===== config.mk =====
export PLATFORM = sky130hd
export DESIGN_NAME = icache
export DESIGN_NICKNAME = d
export VERILOG_FILES = /design/src/rtl/icache.sv
export SDC_FILE = /design/constraint.sdc
export NUM_CORES = 1
export LEC_CHECK = 0
export CAP_MARGIN = 0
export CELL_PAD_IN_SITES_DETAIL_PLACEMENT = 2
export CELL_PAD_IN_SITES_GLOBAL_PLACEMENT = 2
export CORE_ASPECT_RATIO = 1.4
export CORE_MARGIN = 4
export CORE_UTILIZATION = 45
export DETAILED_ROUTE_END_ITERATION = 8
export PLACE_DENSITY = 0.86
export SYNTH_ARGS = -nofsm -noshare
export SYNTH_HDL_FRONTEND = slang
export SYNTH_SLANG_ARGS = --single-unit

===== constraint.sdc =====
create_clock -name CLK -period 11.5 [get_ports CLK]
set_input_delay 2.3 -clock CLK [delete_from_list [all_inputs] [get_ports CLK]]
set_output_delay 2.3 -clock CLK [all_outputs]
set_load 0.02 [all_outputs]

===== src/rtl/icache.sv =====
// rtl/icache.sv - direct-mapped read-only instruction cache, 16-byte lines, zero-cycle hits.
// Optional hit/miss statistics counters are built only when ICACHE_STATS_EN is defined.
module icache #(
    parameter int SETS = 8
) (
    input  logic         CLK,
    input  logic         RESET,
    input  logic [31:0]  ADDRESS,
    output logic [31:0]  INSTRUCTION,
    output logic         BUSY_WAIT,
    output logic         MEM_READ,
    output logic [27:0]  MEM_ADDRESS,
    input  logic [127:0] MEM_READDATA,
    input  logic         MEM_BUSYWAIT,
    output logic [31:0]  HIT_COUNT,
    output logic [31:0]  MISS_COUNT
);
    localparam int INDEX_W = $clog2(SETS);
    localparam int TAG_W   = 28 - INDEX_W;

    typedef enum logic {
        S_IDLE,
        S_MEM_READ
    } state_t;

    state_t             state_q;
    logic [SETS-1:0]    valid_q;
    logic [TAG_W-1:0]   tag_q  [SETS];
    logic [127:0]       data_q [SETS];

    logic [TAG_W-1:0]   addr_tag;
    logic [INDEX_W-1:0] addr_index;
    logic [1:0]         addr_offset;
    logic               hit;
    logic               fill_en;
    logic [127:0]       line;
    logic [31:0]        line_word;
    logic               addr_unused;

    assign addr_tag    = ADDRESS[31:4+INDEX_W];
    assign addr_index  = ADDRESS[3+INDEX_W:4];
    assign addr_offset = ADDRESS[3:2];
    assign addr_unused = ^ADDRESS[1:0];

    assign hit     = valid_q[addr_index] && (tag_q[addr_index] == addr_tag);
    assign fill_en = !RESET && (state_q == S_MEM_READ) && !MEM_BUSYWAIT;

    assign line = data_q[addr_index];
    always_comb begin
        line_word = line[31:0];
        case (addr_offset)
            2'd0: line_word = line[31:0];
            2'd1: line_word = line[63:32];
            2'd2: line_word = line[95:64];
            2'd3: line_word = line[127:96];
            default: line_word = line[31:0];
        endcase
    end

    // Reset overrides everything so the IF/ID register captures a zero word.
    assign INSTRUCTION = RESET ? 32'h0 : line_word;
    assign BUSY_WAIT   = RESET ? 1'b0 : ((state_q == S_IDLE) ? !hit : 1'b1);
    assign MEM_READ    = !RESET && (state_q == S_MEM_READ);
    assign MEM_ADDRESS = ADDRESS[31:4];

    always_ff @(posedge CLK) begin
        if (RESET) begin
            state_q <= S_IDLE;
            valid_q <= '0;
        end else begin
            case (state_q)
                S_IDLE: begin
                    if (!hit) begin
                        state_q <= S_MEM_READ;
                    end
                end
                S_MEM_READ: begin
                    if (!MEM_BUSYWAIT) begin
                        valid_q[addr_index] <= 1'b1;
                        state_q             <= S_IDLE;
                    end
                end
                default: state_q <= S_IDLE;
            endcase
        end
    end

    // Tag and data arrays carry no reset; the valid bits alone qualify them.
    always_ff @(posedge CLK) begin
        if (fill_en) begin
            tag_q[addr_index]  <= addr_tag;
            data_q[addr_index] <= MEM_READDATA;
        end
    end

`ifdef ICACHE_STATS_EN
    logic [31:0] hit_cnt_q;
    logic [31:0] miss_cnt_q;

    always_ff @(posedge CLK) begin
        if (RESET) begin
            hit_cnt_q  <= 32'h0;
            miss_cnt_q <= 32'h0;
        end else if (state_q == S_IDLE) begin
            if (hit) begin
                hit_cnt_q <= hit_cnt_q + 32'h1;
            end else begin
                miss_cnt_q <= miss_cnt_q + 32'h1;
            end
        end
    end

    assign HIT_COUNT  = hit_cnt_q;
    assign MISS_COUNT = miss_cnt_q;
`else
    assign HIT_COUNT  = 32'h0;
    assign MISS_COUNT = 32'h0;
`endif

endmodule


==> results.py, run 1 <==
metrics = {
    "min_path": {
        "hold_start": "valid_q[0]",
        "hold_path.class": "reg -> reg",
    },
    "yosys": {
        "synthFlopType": "edfxtp_1",
        "synth-seq-cells": 1233,
        "async_flop_share": 0,
        "ys.warnings.count": 0,
        "synth_top_cell_by_area": "edfxtp_1",
        "synth_area_um2": 47330,
        "synth_cell_types": 64,
        "synth-xor-area-share": 0.004441,
        "netlist.area_leader.share": 0.7766,
        "synthTopCellsByCount": "1,224 x edfxtp_1, 160 x a22oi_1, 118 x buf_4, 113 x o22ai_1, 104 x mux2i_1",
        "yosys.area_share.simple": 0.02670,
        "netlist_instances": 2588,
        "synth_mux_area_frac": 0.05737,
        "syn_area_per_cell_um2": 18.29,
        "synth_compound_area_frac": 0.09350,
        "synth_top_family_by_area": "compound AO/OA/AOI/OAI gates",
        "netlist_top_cells_area": "edfxtp_1 78%, a22oi_1 2.5%, mux2i_1 2.2%",
        "synth-edff-count": 1224,
        "ys_seq_area_frac": 0.7804,
        "synthAdderAreaFrac": 0,
        "synth_most_common_cell": "edfxtp_1",
    },
    "cts": {
        "cts.sink_count": 1233,
        "clk_path_buf_depth": 3,
        "cts_root_buf": "clkbuf_16",
        "cts_setup_buffers": 0,
        "clkLatencyLatePin_ns": 0.72,
        "cts_resized": 0,
        "clk_pin_slew_ns": 0.07,
        "cts_tree": "yes",
        "cts.hold.buffers_added": 0,
        "cts_buffers": 116,
        "htreeDepth": 3,
    },
    "routing": {
        "initialDrtViolationCount": 3768,
        "wl_per_cell_um": 40.88,
        "routed_wl_um": 174800,
        "via_per_inst": 6.581,
        "antenna_left": 0,
        "drt-pass1-iter-count": 6,
        "drc_errors": 0,
        "vias": 28130,
    },
    "power": {
        "ir_drop_uv": 150.7,
        "power.density_nw_per_um2": 179.3,
        "leakagePower_nw": 17.23,
    },
    "critical_path": {
        "cp_cell_sequence": "buf_6 -> nand2b_1 -> nor2_4 -> buf_12 -> a221oi_1 -> nand4_1 -> o21ai_1 -> a2111oi_1 -> clkdlybuf4s50_1",
        "cp_data_required_time_ns": 9.20,
        "critPathSlowestCell": "a2111oi_1",
        "worstPathArrival_ns": 7.50,
        "rrSetupSlack_ns": 8.36,
        "crit_type": "in -> out",
        "startpoint_type": "primary input",
        "startpoint": "ADDRESS[5]",
        "r2r_start": "state_q",
        "slowest_delay_ns": 1.32,
        "path_max_fanout": 69,
        "cp-end-kind": "output pin",
    },
    "finish": {
        "fill_cells": 9014,
        "nNetsFinal": 2973,
        "area.sequential_um2": 36940,
        "drive_gt1_frac": 0.1260,
        "finalNonFillerCells": 4275,
        "synthToLayoutAreaGrowth_pct": 14.95,
        "multi_input_area_um2": 8940,
    },
    "timing": {
        "tns_ns": 0,
        "period_share": 0.8523,
        "rsz0062_at_grt": "false",
        "max_clock_freq_ghz": 0.1020,
        "hold_viol_final": 0,
        "fin_crit_ns": 9.801,
        "worstMarginPinSlew_ns": 1.426,
        "maxSlewHeadroom": 0.04704,
        "finalClockSkew_ns": 0.01707,
        "setup_violations": 0,
        "drv_slew": 0,
    },
    "global_route": {
        "grt_usage": 0.3130,
        "grt_max_degree": 127,
        "grt_first_pass_wirelength_um": 243900,
        "antenna_found_initial": 31,
        "overflow": 0,
        "grt_pass1_vias": 29970,
    },
    "placement": {
        "dp_hpwl_um": 97920,
        "portBuffers": 222,
        "gp_congestion": 0.7791,
        "place_inst": 4041,
    },
    "floorplanning": {
        "dieWidth_um": 282.1,
        "die_area_um2": 110500,
        "num_io_pins": 289,
        "rows": 140,
        "die_height_um": 391.7,
        "start_util": 0.4541,
        "core_um2": 104200,
    },
    "run_status": {
        "status": "completed",
    },
    "job": {
        "cap_violations": 0,
    },
}
==> cells by family (layout without fill, tap and decap cells) <==
| family | after synthesis | in the layout |
|---|---|---|
| flip-flops | 1233 | 1233 |
| AO/OA/AOI/OAI | 616 | 616 |
| buffers and inverters | 258 | 512 |
| AND/OR/NAND/NOR | 254 | 254 |
| multiplexers | 202 | 202 |
| XOR/XNOR | 24 | 24 |
| other | 1 | 85 |
==> report_power, final <==
| part | switching (W) | total [W] | internal, W |
|---|---|---|---|
| clock | 0.00182 | 0.00416 | 0.00234 |
| combinational | 0.000425 | 0.000620 | 0.000195 |
| sequential | 0.0000117 | 0.00498 | 0.00497 |
| total | 0.00225 | 0.00975 | 0.00750 |
==> state kept, by name, summed over array words and instances (netlist names) <==
signal and count:
data_q 1024, state_q 1, tag_q 200, valid_q 8
==> cell type report <==
| cell class | count | share of cell area |
|---|---|---|
| Clock inverter | 76 | 0.01644 |
| Inverter | 12 | 0.0008279 |
| Antenna cell | 21 | 0.0009659 |
| Multi-Input combinational cell | 1160 | 0.1643 |
| Sequential cell | 1233 | 0.6789 |
| Timing Repair Buffer | 287 | 0.05197 |
| Clock buffer | 137 | 0.05558 |
| Tap cell | 1349 | 0.03102 |
==> path summary, 6_finish.rpt <==
check / to / cells past startpoint
hold reg to reg: valid_q[0] / 2
setup / recovery: INSTRUCTION[27] / 9
hold / removal: valid_q[0] / 2
setup reg to reg: data_q[0][67] / 4
==> critical path, delay by kind of cell <==
| kind | cells | cell delay (ns) |
|---|---|---|
| compound gates | 3 | 1.72 |
| buf+inv | 3 | 1.66 |
| simple gates | 3 | 1.54 |
==> metal layers <==
| layer | GRT usage | share of wire |
|---|---|---|
| met5 | 0 | 0.00078 |
| met4 | 0.1684 | 0.058 |
| met3 | 0.05154 | 0.077 |
| met2 | 0.5210 | 0.49 |
| met1 | 0.3936 | 0.37 |
==> per-stage QoR <==
step / setup slack (ns) / instance area (um^2) / hold WS [ns] / power (W) / util
6_report: 1.699 / 54410 / 0.5022 / 0.009754 / 0.5220
5_1_grt: 1.873 / 54390 / 0.5443 / 0.01001 / 0.5218
4_1_cts: 2.023 / 54350 / 0.5031 / 0.009778 / 0.5215
3_5_place_dp: 2.009 / 50440 / 0.5079 / 0.005671 / 0.4839
3_3_place_gp: 2.194 / 50440 / 0.4585 / 0.005615 / 0.4839
2_1_floorplan: 1.174 / 47570 / 0.4515 / 0.005388 / -
==> layout by cell type (no fill, tap or decap), types with 8 or more instances in the layout <==
master and n:
nand4_1 36, a221o_1 16, clkbuf_16 118, conb_1 64
dfxtp_1 9, o211ai_1 9, clkdlybuf4s50_1 216, o221ai_1 14
a22o_1 28, o22a_1 9, bufinv_16 21, mux2_2 51
a21oi_1 67, nand3_1 17, nor2_4 16, nor4_1 18
edfxtp_1 1224, mux4_1 11, xor2_1 10, a22oi_1 160
inv_1 11, buf_4 55, diode_2 21, nand2_1 43
buf_12 10, mux4_2 36, mux2i_1 104, clkinv_1 27
nor3_1 8, nor2_1 87, o21ai_0 66, a221oi_1 62
clkinv_2 23, a211oi_1 31, o22ai_1 113, xnor2_1 14
clkbuf_1 19
Note: power is estimated with default switching activity, not from simulation.
==> run 2: changes to the inputs <==
--- a/config.mk
+++ b/config.mk
@@ -13,6 +13,7 @@
 export CORE_UTILIZATION = 45
 export DETAILED_ROUTE_END_ITERATION = 8
 export PLACE_DENSITY = 0.86
+export RECOVER_POWER = 25
 export SYNTH_ARGS = -nofsm -noshare
 export SYNTH_HDL_FRONTEND = slang
 export SYNTH_SLANG_ARGS = --single-unit
==> results.py, run 2 (synthesis gave the netlist of run 1 again) <==
metrics = {
    "finish": {
        "layout_commonest_cell": "edfxtp_1",
        "drive_gt1_frac": 0.1260,
        "nNetsFinal": 2973,
        "largest_register_ffs": 1024,
        "area.sequential_um2": 36940,
        "reg.largest.list": "data_q x1024, tag_q x200, valid_q x8",
        "multi_input_area_um2": 8940,
        "final_cell_mix": "1,224 x edfxtp_1, 160 x a22oi_1, 132 x clkdlybuf4s50_1",
        "finalNonFillerCells": 4287,
        "synthToLayoutAreaGrowth_pct": 15.02,
        "post-route-util": 0.5223,
        "fill_cells": 8981,
        "regMostFlops": "data_q",
    },
    "routing": {
        "vias": 28370,
        "initialDrtViolationCount": 4042,
        "antenna_left": 0,
        "via_per_inst": 6.617,
        "wl_per_cell_um": 41.64,
        "drt-pass1-iter-count": 5,
        "routed_wl_um": 178500,
        "drc_errors": 0,
    },
    "power": {
        "switching_share": 0.2337,
        "power.density_nw_per_um2": 179.7,
        "p_comb_frac": 0.063,
        "p_clk_frac": 0.428,
        "pwr-share-seq": 0.509,
        "ir_drop_uv": 152.3,
        "power.switching_w": 0.002287,
        "intPower_w": 0.007497,
        "leakagePower_nw": 17.25,
    },
    "floorplanning": {
        "die_height_um": 391.7,
        "core_um2": 104200,
        "start_util": 0.4541,
        "die_area_um2": 110500,
        "rows": 140,
        "dieWidth_um": 282.1,
        "num_io_pins": 289,
    },
    "critical_path": {
        "startpoint_type": "primary input",
        "cp-end-kind": "output pin",
        "cp_cell_sequence": "buf_6 -> nand2b_1 -> nor2_4 -> buf_12 -> a221oi_1 -> nand4_1 -> o21ai_1 -> a2111oi_1 -> clkdlybuf4s50_1",
        "cp_num_buf_inv": 3,
        "worstPathArrival_ns": 7.47,
        "critPathTopFamily": "buffers and inverters",
        "crit_type": "in -> out",
        "cp_data_required_time_ns": 9.20,
        "critPathSlowestCell": "a2111oi_1",
        "path_max_fanout": 69,
        "slowest_delay_ns": 1.28,
    },
    "timing": {
        "fin_crit_ns": 9.768,
        "worstMarginPinSlew_ns": 1.421,
        "finalClockSkew_ns": 0.01897,
        "tns_ns": 0,
        "drv_slew": 0,
        "period_share": 0.8494,
        "hold_viol_final": 0,
        "maxSlewHeadroom": 0.04267,
        "max_clock_freq_ghz": 0.1024,
        "rsz0062_at_grt": "false",
        "setup_violations": 0,
    },
    "placement": {
        "place_inst": 4041,
        "dp_hpwl_um": 97920,
        "gp_congestion": 0.7791,
        "portBuffers": 222,
    },
    "global_route": {
        "grt_max_degree": 127,
        "overflow": 0,
        "antenna_found_initial": 47,
        "grt_usage": 0.3130,
        "grt_first_pass_wirelength_um": 243900,
        "grt_pass1_vias": 29970,
    },
    "cts": {
        "clkLatencyLatePin_ns": 0.74,
        "cts.sink_count": 1233,
        "cts.hold.buffers_added": 0,
        "cts_setup_buffers": 0,
        "cts_resized": 0,
        "htreeDepth": 3,
        "clk_pin_slew_ns": 0.07,
        "cts_buffers": 116,
        "cts_root_buf": "clkbuf_16",
        "cts_tree": "yes",
        "clk_path_buf_depth": 3,
    },
    "run_status": {
        "status": "completed",
    },
    "min_path": {
        "hold_path.class": "reg -> reg",
    },
    "job": {
        "cap_violations": 0,
    },
}
-- run 2: cell types whose count changed in the layout (fill, tap and decap cells not counted), sizes merged --
cell           previous run  this run
dlygate4sd3               0        84
diode                    21        33
clkdlybuf4s50           216       132
-- run 2: tightest hold or removal path, cell delays in order (launching register included) --
cell	delay [ns]
dfxtp_1	0.30
inv_1	0.07
o22ai_1	0.09
-- run 2: cell type report --
cell class | instances | share of cell area
diodes | 33 | 0.001517
clock buffers | 137 | 0.05555
clock inverters | 76 | 0.01643
inverters | 12 | 0.0008274
multi-input cells | 1160 | 0.1642
flip-flops and latches | 1233 | 0.6785
well taps | 1349 | 0.03101
repair buffers | 287 | 0.05194
-- run 2: power by group through the flow --
stage / Combinational (W) / Sequential (W) / Clock (W)
5_1_grt: 0.000640 / 0.00498 / 0.00441
6_report: 0.000620 / 0.00498 / 0.00419
3_5_place_dp: 0.000596 / 0.00508 / 0
2_1_floorplan: 0.000310 / 0.00508 / 0
4_1_cts: 0.000614 / 0.00498 / 0.00418
3_3_place_gp: 0.000546 / 0.00507 / 0
-- run 2: final timing paths --
check,start,endpoint,slack [ns],depth (start not counted)
worst max-delay path,ADDRESS[5],INSTRUCTION[27],1.73,9
worst min-delay path,valid_q[0],valid_q[0],0.51,2
worst max register to register,state_q,data_q[0][67],8.39,4
worst min register to register,valid_q[0],valid_q[0],0.51,2
-- run 2: metrics by stage --
step / area (um^2) / hold slack [ns] / setup WS, ns / power, W
after global placement: 50440 / 0.4585 / 2.194 / 0.005615
after floorplan: 47570 / 0.4515 / 1.174 / 0.005388
after CTS: 54350 / 0.5031 / 2.023 / 0.009778
final: 54440 / 0.5073 / 1.732 / 0.009784
after detailed placement: 50440 / 0.5079 / 2.009 / 0.005671
after global routing: 54410 / 0.5355 / 1.892 / 0.01003
-- run 2: per-layer routing --
| metal | wire [um] | share of wire | global-route usage | vias to the layer above |
|---|---|---|---|---|
| li1 | - | - | - | 10990 |
| met4 | 11150 | 0.062 | 0.1684 | 22 |
| met5 | 157 | 0.00088 | 0 | - |
| met3 | 13820 | 0.077 | 0.05154 | 430 |
| met1 | 65300 | 0.37 | 0.3936 | 15110 |
| met2 | 88090 | 0.49 | 0.5210 | 1825 |
